$ cat src/rtl/wide_add_seq_if.sv
// ---------------------------------------------------------------------------
// wide_add_seq_if : start/busy/done handshake and operand/result bundle
// Rev 1.0
// ---------------------------------------------------------------------------
`default_nettype none

interface wide_add_seq_if #(
  parameter int WIDTH = 32
) ();
  logic             start;
  logic [WIDTH-1:0] a;
  logic [WIDTH-1:0] b;
  logic             cin;
  logic             sub;
  logic             busy;
  logic             done;
  logic [WIDTH-1:0] sum;
  logic             cout;
  logic             overflow;

  modport master (
    output start, a, b, cin, sub,
    input  busy, done, sum, cout, overflow
  );

  modport slave (
    input  start, a, b, cin, sub,
    output busy, done, sum, cout, overflow
  );
endinterface

`default_nettype wire

$ cat src/rtl/wide_add_seq.sv
// ---------------------------------------------------------------------------
// wide_add_seq : byte-serial multi-precision add/subtract through one 8-bit slice
// Rev 1.0
// ---------------------------------------------------------------------------
`default_nettype none

module wide_add_seq_slice8 (
  input  logic [7:0] a_i,
  input  logic [7:0] b_i,
  input  logic       c_i,
  output logic [7:0] s_o,
  output logic       c_o
);
  assign {c_o, s_o} = 9'(a_i) + 9'(b_i) + 9'(c_i);
endmodule

module wide_add_seq #(
  parameter int WIDTH = 32
) (
  input  logic          clk,
  input  logic          rst_n,
  wide_add_seq_if.slave bus
);
  localparam int NBYTES = WIDTH / 8;
  localparam int IDXW   = $clog2(NBYTES);
  localparam int MSB    = WIDTH - 1;
  localparam logic [IDXW-1:0] LAST_IDX = IDXW'(NBYTES - 1);

  generate
    if ((WIDTH % 8) != 0 || WIDTH < 16) begin : g_bad_width
      $error("wide_add_seq: WIDTH must be a multiple of 8 and at least 16");
    end
  endgenerate

  typedef enum logic [1:0] {
    ST_IDLE = 2'd0,
    ST_RUN  = 2'd1,
    ST_DONE = 2'd2
  } state_t;

  state_t           state_q;
  logic [IDXW-1:0]  idx_q;
  logic             carry_q;
  logic [WIDTH-1:0] a_q;
  logic [WIDTH-1:0] b_q;
  logic [WIDTH-1:0] sum_q;
  logic             cout_q;
  logic             ovf_q;
  logic             busy_q;
  logic             done_q;

  logic [7:0]       a_byte_d;
  logic [7:0]       b_byte_d;
  logic [7:0]       slice_sum_d;
  logic             slice_cout_d;

  assign a_byte_d = a_q[{idx_q, 3'b000} +: 8];
  assign b_byte_d = b_q[{idx_q, 3'b000} +: 8];

  wide_add_seq_slice8 u_slice (
    .a_i (a_byte_d),
    .b_i (b_byte_d),
    .c_i (carry_q),
    .s_o (slice_sum_d),
    .c_o (slice_cout_d)
  );

  // b is stored pre-inverted in subtract mode, so the overflow rule below is the
  // plain same-sign-inputs / different-sign-result test for both modes.
  always_ff @(posedge clk or negedge rst_n) begin
    if (!rst_n) begin
      state_q <= ST_IDLE;
      idx_q   <= '0;
      carry_q <= 1'b0;
      a_q     <= '0;
      b_q     <= '0;
      sum_q   <= '0;
      cout_q  <= 1'b0;
      ovf_q   <= 1'b0;
      busy_q  <= 1'b0;
      done_q  <= 1'b0;
    end else begin
      done_q <= 1'b0;
      case (state_q)
        ST_RUN: begin
          sum_q[{idx_q, 3'b000} +: 8] <= slice_sum_d;
          carry_q                     <= slice_cout_d;
          if (idx_q == LAST_IDX) begin
            state_q <= ST_DONE;
            done_q  <= 1'b1;
            cout_q  <= slice_cout_d;
            ovf_q   <= (a_q[MSB] == b_q[MSB]) && (slice_sum_d[7] != a_q[MSB]);
          end else begin
            idx_q <= idx_q + 1'b1;
          end
        end
        default: begin
          if (bus.start) begin
            state_q <= ST_RUN;
            busy_q  <= 1'b1;
            a_q     <= bus.a;
            b_q     <= bus.b ^ {WIDTH{bus.sub}};
            carry_q <= bus.sub | bus.cin;
            idx_q   <= '0;
            sum_q   <= '0;
            cout_q  <= 1'b0;
            ovf_q   <= 1'b0;
          end else begin
            state_q <= ST_IDLE;
            busy_q  <= 1'b0;
          end
        end
      endcase
    end
  end

  assign bus.busy     = busy_q;
  assign bus.done     = done_q;
  assign bus.sum      = sum_q;
  assign bus.cout     = cout_q;
  assign bus.overflow = ovf_q;

endmodule

`default_nettype wire

$ cat src/flat_wrapper.sv
// flat-port wrapper written by rule: the top's interface ports become plain ports
module wide_add_seq_flat 
#(
  parameter int WIDTH = 32
)
  (clk, rst_n, bus_start, bus_a, bus_b, bus_cin, bus_sub, bus_busy, bus_done, bus_sum, bus_cout, bus_overflow);
  wide_add_seq_if #(.WIDTH(WIDTH)) bus_i ();
  input  logic clk;
  input  logic rst_n;
  input wire logic [$bits(bus_i.start)-1:0] bus_start;
  input wire logic [$bits(bus_i.a)-1:0] bus_a;
  input wire logic [$bits(bus_i.b)-1:0] bus_b;
  input wire logic [$bits(bus_i.cin)-1:0] bus_cin;
  input wire logic [$bits(bus_i.sub)-1:0] bus_sub;
  output wire logic [$bits(bus_i.busy)-1:0] bus_busy;
  output wire logic [$bits(bus_i.done)-1:0] bus_done;
  output wire logic [$bits(bus_i.sum)-1:0] bus_sum;
  output wire logic [$bits(bus_i.cout)-1:0] bus_cout;
  output wire logic [$bits(bus_i.overflow)-1:0] bus_overflow;
  assign bus_i.start = bus_start;
  assign bus_i.a = bus_a;
  assign bus_i.b = bus_b;
  assign bus_i.cin = bus_cin;
  assign bus_i.sub = bus_sub;
  assign bus_busy = bus_i.busy;
  assign bus_done = bus_i.done;
  assign bus_sum = bus_i.sum;
  assign bus_cout = bus_i.cout;
  assign bus_overflow = bus_i.overflow;
  wide_add_seq #(.WIDTH(WIDTH)) u_core (.clk(clk), .rst_n(rst_n), .bus(bus_i));
endmodule
$ cat config.mk
export PLATFORM = sky130hd
export DESIGN_NAME = wide_add_seq_flat
export DESIGN_NICKNAME = d
export VERILOG_FILES = /design/src/rtl/wide_add_seq_if.sv /design/src/rtl/wide_add_seq.sv /design/src/flat_wrapper.sv
export SDC_FILE = /design/constraint.sdc
export NUM_CORES = 1
export LEC_CHECK = 0
export CAP_MARGIN = 5
export CORE_UTILIZATION = 51
export CTS_BUF_LIST = sky130_fd_sc_hd__clkbuf_4 sky130_fd_sc_hd__clkbuf_8 sky130_fd_sc_hd__clkbuf_16
export CTS_CLUSTER_DIAMETER = 30
export CTS_CLUSTER_SIZE = 14
export DETAILED_ROUTE_END_ITERATION = 10
export GPL_TIMING_DRIVEN = 0
export PLACE_DENSITY = 0.8
export REMOVE_ABC_BUFFERS = 1
export SLEW_MARGIN = 40
export SYNTH_ARGS = -nofsm -noshare
export SYNTH_HDL_FRONTEND = slang
export SYNTH_SLANG_ARGS = --single-unit
$ cat constraint.sdc
create_clock -name clk -period 3.6 [get_ports clk]
set_input_delay 0.72 -clock clk [delete_from_list [all_inputs] [get_ports clk]]
set_output_delay 0.72 -clock clk [all_outputs]
set_load 0.005 [all_outputs]
* Word-level counts from Yosys, hierarchy flattened
Cells that the tools add are included.
Word-level totals: output and inout port bits 36, input port bits 69, register bits 105, logic and storage cells 51
Cells by class: mux-type cells 19, bitwise operators 3, $add $sub $neg 4, shift-type cells 4, equality and inequality tests 6, reductions and logical operators 5
Operators by type and width (count):
- $mux W32 | 2
- $shiftx A32 B6 Y8 | 2
- $bwmux W32 | 1
- $shift A8 B7 Y32 const A | 1
- $shiftx A8 B7 Y32 | 1
- $xor A32 B32 Y32 | 1
- $mux W1 | 11
- $mux W2 | 5
- $add A8 B8 Y9 | 1
- $add A9 B1 Y9 | 1
- $neg A5 Y7 | 1
- $reduce_and A2 Y1 | 3
- $add A2 B1 Y2 const B | 1
- $eq A2 B1 Y1 const B | 1
- $eq A2 B2 Y1 const B | 1
- $ne A2 B1 Y1 const B | 1
- $ne A2 B2 Y1 const B | 1
- $reduce_bool A2 Y1 | 1
- $eq A1 B1 Y1 | 1
- $logic_and A1 B1 Y1 | 1
- $ne A1 B1 Y1 | 1
- $not A1 Y1 | 1
- $or A1 B1 Y1 | 1

* Logic depth before layout (Yosys ltp)
Gate-level depths: netlist of the first run.
word-level depth 7, gate-level depth with buffers 10, gate-level depth less buffers 9

* By module
From an unflattened synthesis of the first run, not the netlist that was laid out.
Unflattened totals: cell total of the unflattened synthesis 386, area, all modules 5218.8 um^2
By module, submodules not included:
- wide_add_seq | area each 4906.0 um^2, instances 1, sequential area each 2627.5 um^2, cells each 348
- wide_add_seq_slice8 | area each 312.8 um^2, instances 1, sequential area each 0.0 um^2, cells each 38

* Worst setup path after synthesis of the first run
No wires, ideal clock.
path type reg2reg, start register u_core.idx_q[0], end register u_core.sum_q[14], in the netlist u_core.bus.sum[14], arrival 2.897 ns, clock period less this slack 2.961 ns, path buffers 1, stages on the path, launching flop included 11, setup slack 0.639 ns, library setup time 0.064 ns, cell sequence dfrtp_1 -> buf_2 -> mux4_2 -> fa_1 -> inv_1 -> fa_1 -> nor2b_4 -> o31a_1 -> or4_1 -> nand3_2 -> a22o_2
Between the ends: cells in the longest elaborated chain, start to end 6, elaborated cells between the ends (all ways) 9
Ends and longest elaborated chain:
- start: declaration | line wide_add_seq.sv:42 | logic [IDXW-1:0] idx_q;
- start signal: assignment | line wide_add_seq.sv:94 | idx_q <= idx_q + 1'b1;
- $shiftx A32 B6 Y8 (on tied branches) | line wide_add_seq.sv:57, wide_add_seq.sv:58
- $add A8 B8 Y9 | line wide_add_seq.sv:14 | assign {c_o, s_o} = 9'(a_i) + 9'(b_i) + 9'(c_i);
- $add A9 B1 Y9 | line wide_add_seq.sv:14
- $shiftx A8 B7 Y32 | line wide_add_seq.sv:86 | sum_q[{idx_q, 3'b000} +: 8] <= slice_sum_d;
- $bwmux W32 (*) | line wide_add_seq.sv:86
- $mux W32 (*) | line wide_add_seq.sv:84 | case (state_q)
- end signal: indexed assignment | line wide_add_seq.sv:86
- end: declaration | line wide_add_seq.sv:46 | logic [WIDTH-1:0] sum_q;
Mark *: on every way between the ends. The rest lies on a longest branch, timed or not. A chain may end at the register's enable or synchronous reset.

* Worst setup path after layout of the first run
Ends and elaborated chain as after synthesis.

==> impl_metrics.ini, run 1 <==
[floorplan]
die-area_um2 = 10180
start_util = 0.5324
dieWidth_um = 100.9
die_h_um = 100.9
io_pins = 105
core-area_um2 = 9371
placement_rows = 35

[timing]
fmax_ghz = 0.2946
timing.slew.headroom = 0.4781
layout_setup_ws_ps = 205.5
period_share = 0.9429
worst_pin_slew_ps = 771.8
hold_viol = 0
min_period_ps = 3395
finalSetupViolations = 0
slew_violations = 0
rsz0062_at_grt = false
fin_worst_skew_ps = 14.58

[logic_synthesis]
synth_edf_count = 0
synth_largest_area_cell = dfrtp_1
yosysSeqAreaShare = 0.5266
postSynthCellCount = 465
synthTopCellsByArea = dfrtp_1, nand2_1, mux4_2
yosys-top-cells-count = nand2_1, dfrtp_1, o21ai_0
synth.most_common_cell = nand2_1
yosysWarnings = 0
ys_ff_latch = 105
synth_cell_types = 44
synth_area_um2 = 4990
avgSynthCellArea_um2 = 10.73
synth.top_cell.area_share = 0.5266
synthArstFlopShare = 1.000
synthFlopType = dfrtp_1

[place]
gp_congestion = 0.7994
port_buffers = 104
dp_hpwl_mm = 7.357
pre_cts_ws_ps = 202.4
place_area_um2 = 6171

[finish]
area_growth_pct = 28.31
multi_input_area_um2 = 2233
n_fill_cell = 739
drive_gt1_frac = 0.1012
nets = 640
seqCellArea_um2 = 2630
diodes = 0
final_area_um2 = 6402

[clocking]
clock_latency_ps = 370
cts_inserted_buffers = 9
tritoncts = built
cts.path.max_buffers = 2
post_cts_buffers = 0
clock_sinks = 105
cts-root-buf = clkbuf_8
cts_resized = 0
clk_pin_slew_ps = 100
cts.htree.levels = 3
cts_hold_buf = 0

[power_and_ir_drop]
leakagePower_nw = 2.858
vdd.ir_drop.worst_mv = 0.3808
p_per_area_nw_per_um2 = 932.1

[detailed_routing]
vias = 3685
viasPerCell = 5.325
drt-pass1-iter-count = 4
drt-initial-drc-count = 183
avgRoutedWirePerCell_um = 14.47
routed_wl_mm = 10.01
ant_nets = 0
drc = 0

[run_status]
status = finished clean

[setup_path]
crit_type = reg2reg
path_max_fanout = 22
reg2reg_slack_ps = 210
critical_path_arrival_ps = 3700
critPathLaunchType = flip-flop
cp-end-kind = flip-flop
cp.required_ps = 3900

[global_routing]
grt_pass1_vias = 3575
gr-total-overflow = 0
grt_max_degree = 63
grt_pass1_wl_mm = 17.04
globalRouteTotalUtil = 0.2161
antenna_found_initial = 0

[job]
maxCapViolations = 0

[worst_hold_path]
min_path_type = in2async
==> stage by stage <==
step	total power [W]	std cells	util	hold WS [ps]	setup TNS [ps]
6_report	0.005968	692	0.6832	234.7	0
3_5_place_dp	0.005177	676	0.6585	462.0	0
2_1_floorplan	0.004137	440	-	424.4	0
4_1_cts	0.006003	692	0.6824	241.2	0
5_1_grt	0.006462	692	0.6832	253.4	0
3_3_place_gp	0.005037	673	0.6486	453.7	-200570
==> worst paths after layout <==
kind,start,to,cells past startpoint
worst min register to register,u_core.b_q[28],u_core.b_q[28],2
worst max register to register,u_core.idx_q[0],u_core.bus.sum[14],9
worst min-delay path,rst_n,u_core.bus.cout,1
worst max-delay path,u_core.idx_q[0],u_core.bus.sum[14],9
min in group clk,u_core.b_q[28],u_core.b_q[28],2
max in group asynchronous,rst_n,u_core.b_q[24],2
==> critical path, stage by stage (launching register included) <==
cell,delay (ps)
dfrtp_2,840
mux4_2,610
fa_1,450
inv_1,100
fa_1,260
nor2b_4,50
o31a_1,280
or4_1,420
nand3_2,130
a22o_2,150
==> logic make-up after synthesis <==
family	after synthesis	synth area share
AO/OA/AOI/OAI	93	0.1259
XOR/XNOR	35	0.06143
adder cells (fa/ha/maj)	13	0.03561
buffers and inverters	35	0.03034
AND/OR/NAND/NOR	167	0.1457
multiplexers	17	0.07447
flip-flops	105	0.5266
==> routing by layer <==
layer	vias to the layer above	GRT usage	share of wire
met1	1798	0.3069	0.47
met5	-	0	0
li1	1769	-	-
met4	0	0.07023	0.013
met3	11	0.03051	0.048
met2	107	0.3456	0.46
==> final cells by class <==
type,count,area share
inverter,10,0.005863
multi-input combinational,325,0.3488
timing repair buffer,107,0.1743
clock buffer,9,0.01935
tap,129,0.02521
sequential,105,0.4108
clock inverter,7,0.01563
==> report_power, final <==
part | internal (W) | switching [W] | total [W] | leakage, nW
Sequential | 0.00168 | 0.000372 | 0.00205 | 1.35
Combinational | 0.00146 | 0.00165 | 0.00311 | 1.40
Clock | 0.000399 | 0.000408 | 0.000807 | 0.115
Total | 0.00354 | 0.00243 | 0.00597 | 2.86
==> cell usage in the layout, fill, tap and decap left out, drive strengths merged, types with 2 or more instances in the layout <==
master         instances
fa                     2
nor2b                  2
nor3                   5
nand2                140
clkdlybuf4s50        102
bufinv                 2
a22o                  28
o21ai                 43
mux4                  16
nor2                   6
a21oi                  9
dfrtp                105
xnor2                 35
inv                   13
and2                   3
buf                    5
nand3                  3
o211ai                 3
a211oi                 2
clkbuf                 9
o21a                   2
ha                    11
clkinv                 2
==> state kept, by name, indices dropped and copies added (netlist names) <==
name and count:
u_core.a_q 32, u_core.b_q 32, u_core.bus.busy 1, u_core.bus.cout 1, u_core.bus.done 1, u_core.bus.overflow 1
u_core.bus.sum 32, u_core.carry_q 1, u_core.idx_q 2, u_core.state_q 2
No activity file was read; power rests on OpenSTA's default activity.
==> run 2: changes to the inputs <==
--- a/config.mk
+++ b/config.mk
@@ -6,14 +6,15 @@
 export NUM_CORES = 1
 export LEC_CHECK = 0
 export CAP_MARGIN = 5
-export CORE_UTILIZATION = 51
+export CORE_UTILIZATION = 62
 export CTS_BUF_LIST = sky130_fd_sc_hd__clkbuf_4 sky130_fd_sc_hd__clkbuf_8 sky130_fd_sc_hd__clkbuf_16
 export CTS_CLUSTER_DIAMETER = 30
-export CTS_CLUSTER_SIZE = 14
 export DETAILED_ROUTE_END_ITERATION = 10
+export DONT_BUFFER_PORTS = 1
 export GPL_TIMING_DRIVEN = 0
-export PLACE_DENSITY = 0.8
+export PLACE_DENSITY = 0.78
 export REMOVE_ABC_BUFFERS = 1
+export SKIP_CTS_REPAIR_TIMING = 1
 export SLEW_MARGIN = 40
 export SYNTH_ARGS = -nofsm -noshare
 export SYNTH_HDL_FRONTEND = slang
==> impl_metrics.ini, run 2 (same netlist as run 1, synthesis figures left out) <==
[global_routing]
grt_pass1_vias = 3359
globalRouteTotalUtil = 0.2509
antenna_found_initial = 0
grt_pass1_wl_mm = 16.39
gr-total-overflow = 0
grt_max_degree = 106

[detailed_routing]
routed_wl_mm = 9.734
drc = 0
highest_layer = met4
drt-met1-wl_mm = 4.203
drt-initial-drc-count = 226
avgRoutedWirePerCell_um = 17.44
viasPerCell = 5.880
ant_nets = 0
dr_wl_met2_mm = 4.847
wl_met3_um = 577
drt-pass1-iter-count = 5
vias = 3281

[setup_path]
r2r_cells = 9
cp.required_ps = 3890
cp-end-kind = flip-flop
critPathLaunchType = flip-flop
path_max_fanout = 22
reg2reg_slack_ps = 370
critical_path_arrival_ps = 3520
rr_endpoint = u_core.bus.sum[14]
crit_type = reg2reg
r2r_start = u_core.idx_q[0]

[finish]
layout_commonest_cell = nand2_1
layout_common_cells = nand2_1, dfrtp_1, o21ai_0, xnor2_1, a22o_1
area_growth_pct = 5.767
fin_cells = 558
diodes = 0
nets = 534
fin_util = 0.6794
drive_gt1_frac = 0.1140

[timing]
period_share = 0.8974
timing.slew.headroom = 0.4924
fin_worst_skew_ps = 13.09
rsz0062_at_grt = false
slew_violations = 0
worst_pin_slew_ps = 761.4
hold_viol = 0
fmax_ghz = 0.3095
min_period_ps = 3231
finalSetupViolations = 0

[floorplan]
die-area_um2 = 8411
placement_rows = 32
core-area_um2 = 7767
die_h_um = 91.71
dieWidth_um = 91.71
start_util = 0.6424
io_pins = 105

[power_and_ir_drop]
finalPower_w = 0.005628
clockPowerShare = 0.140
swShare = 0.4158
seqPwrFrac = 0.372
internal-power_w = 0.003288
p_per_area_nw_per_um2 = 1066
vdd.ir_drop.worst_mv = 0.4129
switchingPower_w = 0.002340
leakagePower_nw = 2.437
pwr-share-comb = 0.488

[place]
port_buffers = 0
gp_congestion = 0.7331
dp_hpwl_mm = 6.785
place_inst = 543

[clocking]
cts.htree.levels = 3
cts_inserted_buffers = 9
cts.path.max_buffers = 2
clk_pin_slew_ps = 100
tritoncts = built
cts-root-buf = clkbuf_8
clock_sinks = 105
clock_latency_ps = 350

[run_status]
status = finished clean

[worst_hold_path]
min_path_type = in2async

[job]
maxCapViolations = 0
==> run 2: how the worst max path moves through the flow <==
| stage | start | to | cells after the start |
|---|---|---|---|
| 3_5_place_dp | u_core.idx_q[0] | u_core.bus.sum[14] | 9 |
| 5_1_grt | u_core.idx_q[0] | u_core.bus.overflow | 7 |
| 6_report | u_core.idx_q[0] | u_core.bus.sum[14] | 9 |
| 3_3_place_gp | u_core.idx_q[0] | u_core.bus.sum[6] | 9 |
| 4_1_cts | u_core.idx_q[0] | u_core.bus.sum[14] | 9 |
| 2_1_floorplan | u_core.idx_q[0] | u_core.bus.sum[14] | 9 |
==> run 2: power groups by stage <==
stage / clock, W / sequential [W] / combinational, W
after global routing: 0.000844 / 0.00216 / 0.00310
final: 0.000790 / 0.00209 / 0.00275
after floorplan: 0 / 0.00197 / 0.00217
after CTS: 0.000798 / 0.00209 / 0.00274
after global placement: 0 / 0.00208 / 0.00260
after detailed placement: 0 / 0.00211 / 0.00273
==> run 2: routing by layer <==
layer  global-route usage  up-vias
met2               0.4104      104
met1               0.3311     1611
met3              0.06136       10
li1                     -     1556
met4              0.08464        0
met5                    0        -
==> run 2: per-stage QoR <==
step | setup WS (ps) | hold WS, ps | cell area (um2) | TNS [ps]
4_1_cts | 178.2 | 32.77 | 5259 | 0
5_1_grt | 177.2 | 15.81 | 5278 | 0
3_3_place_gp | -218.3 | 427.8 | 5004 | -1749
6_report | 369.3 | 45.63 | 5278 | 0
3_5_place_dp | 208.7 | 426.5 | 5041 | 0
2_1_floorplan | 254.8 | 424.4 | 4876 | 0
==> run 2: worst max-delay path, stage by stage, from the launching register on <==
cell and delay, ps:
dfrtp_4 720, mux4_2 590, fa_1 450, inv_1 90, fa_1 240, nor2b_4 60
o31a_1 280, or4_1 430, nand3_2 130, a22o_2 150
==> run 2: layout make-up <==
type | instances | area (um2)
multi-input cells | 325 | 2242
clock buffers | 10 | 137.6
fillers | 606 | 2490
clock inverters | 5 | 80.08
repair buffers | 1 | 20.02
inverters | 10 | 37.54
well taps | 102 | 127.6
flip-flops and latches | 105 | 2633
==> run 3: changes to the inputs <==
--- a/config.mk
+++ b/config.mk
@@ -8,13 +8,12 @@
 export CAP_MARGIN = 5
 export CORE_UTILIZATION = 62
 export CTS_BUF_LIST = sky130_fd_sc_hd__clkbuf_4 sky130_fd_sc_hd__clkbuf_8 sky130_fd_sc_hd__clkbuf_16
-export CTS_CLUSTER_DIAMETER = 30
 export DETAILED_ROUTE_END_ITERATION = 10
 export DONT_BUFFER_PORTS = 1
+export GPL_ROUTABILITY_DRIVEN = 0
 export GPL_TIMING_DRIVEN = 0
 export PLACE_DENSITY = 0.78
 export REMOVE_ABC_BUFFERS = 1
-export SKIP_CTS_REPAIR_TIMING = 1
 export SLEW_MARGIN = 40
 export SYNTH_ARGS = -nofsm -noshare
 export SYNTH_HDL_FRONTEND = slang
==> results of run 3 <==
The final DEF is identical to that of run 2; final timing and power are the same.
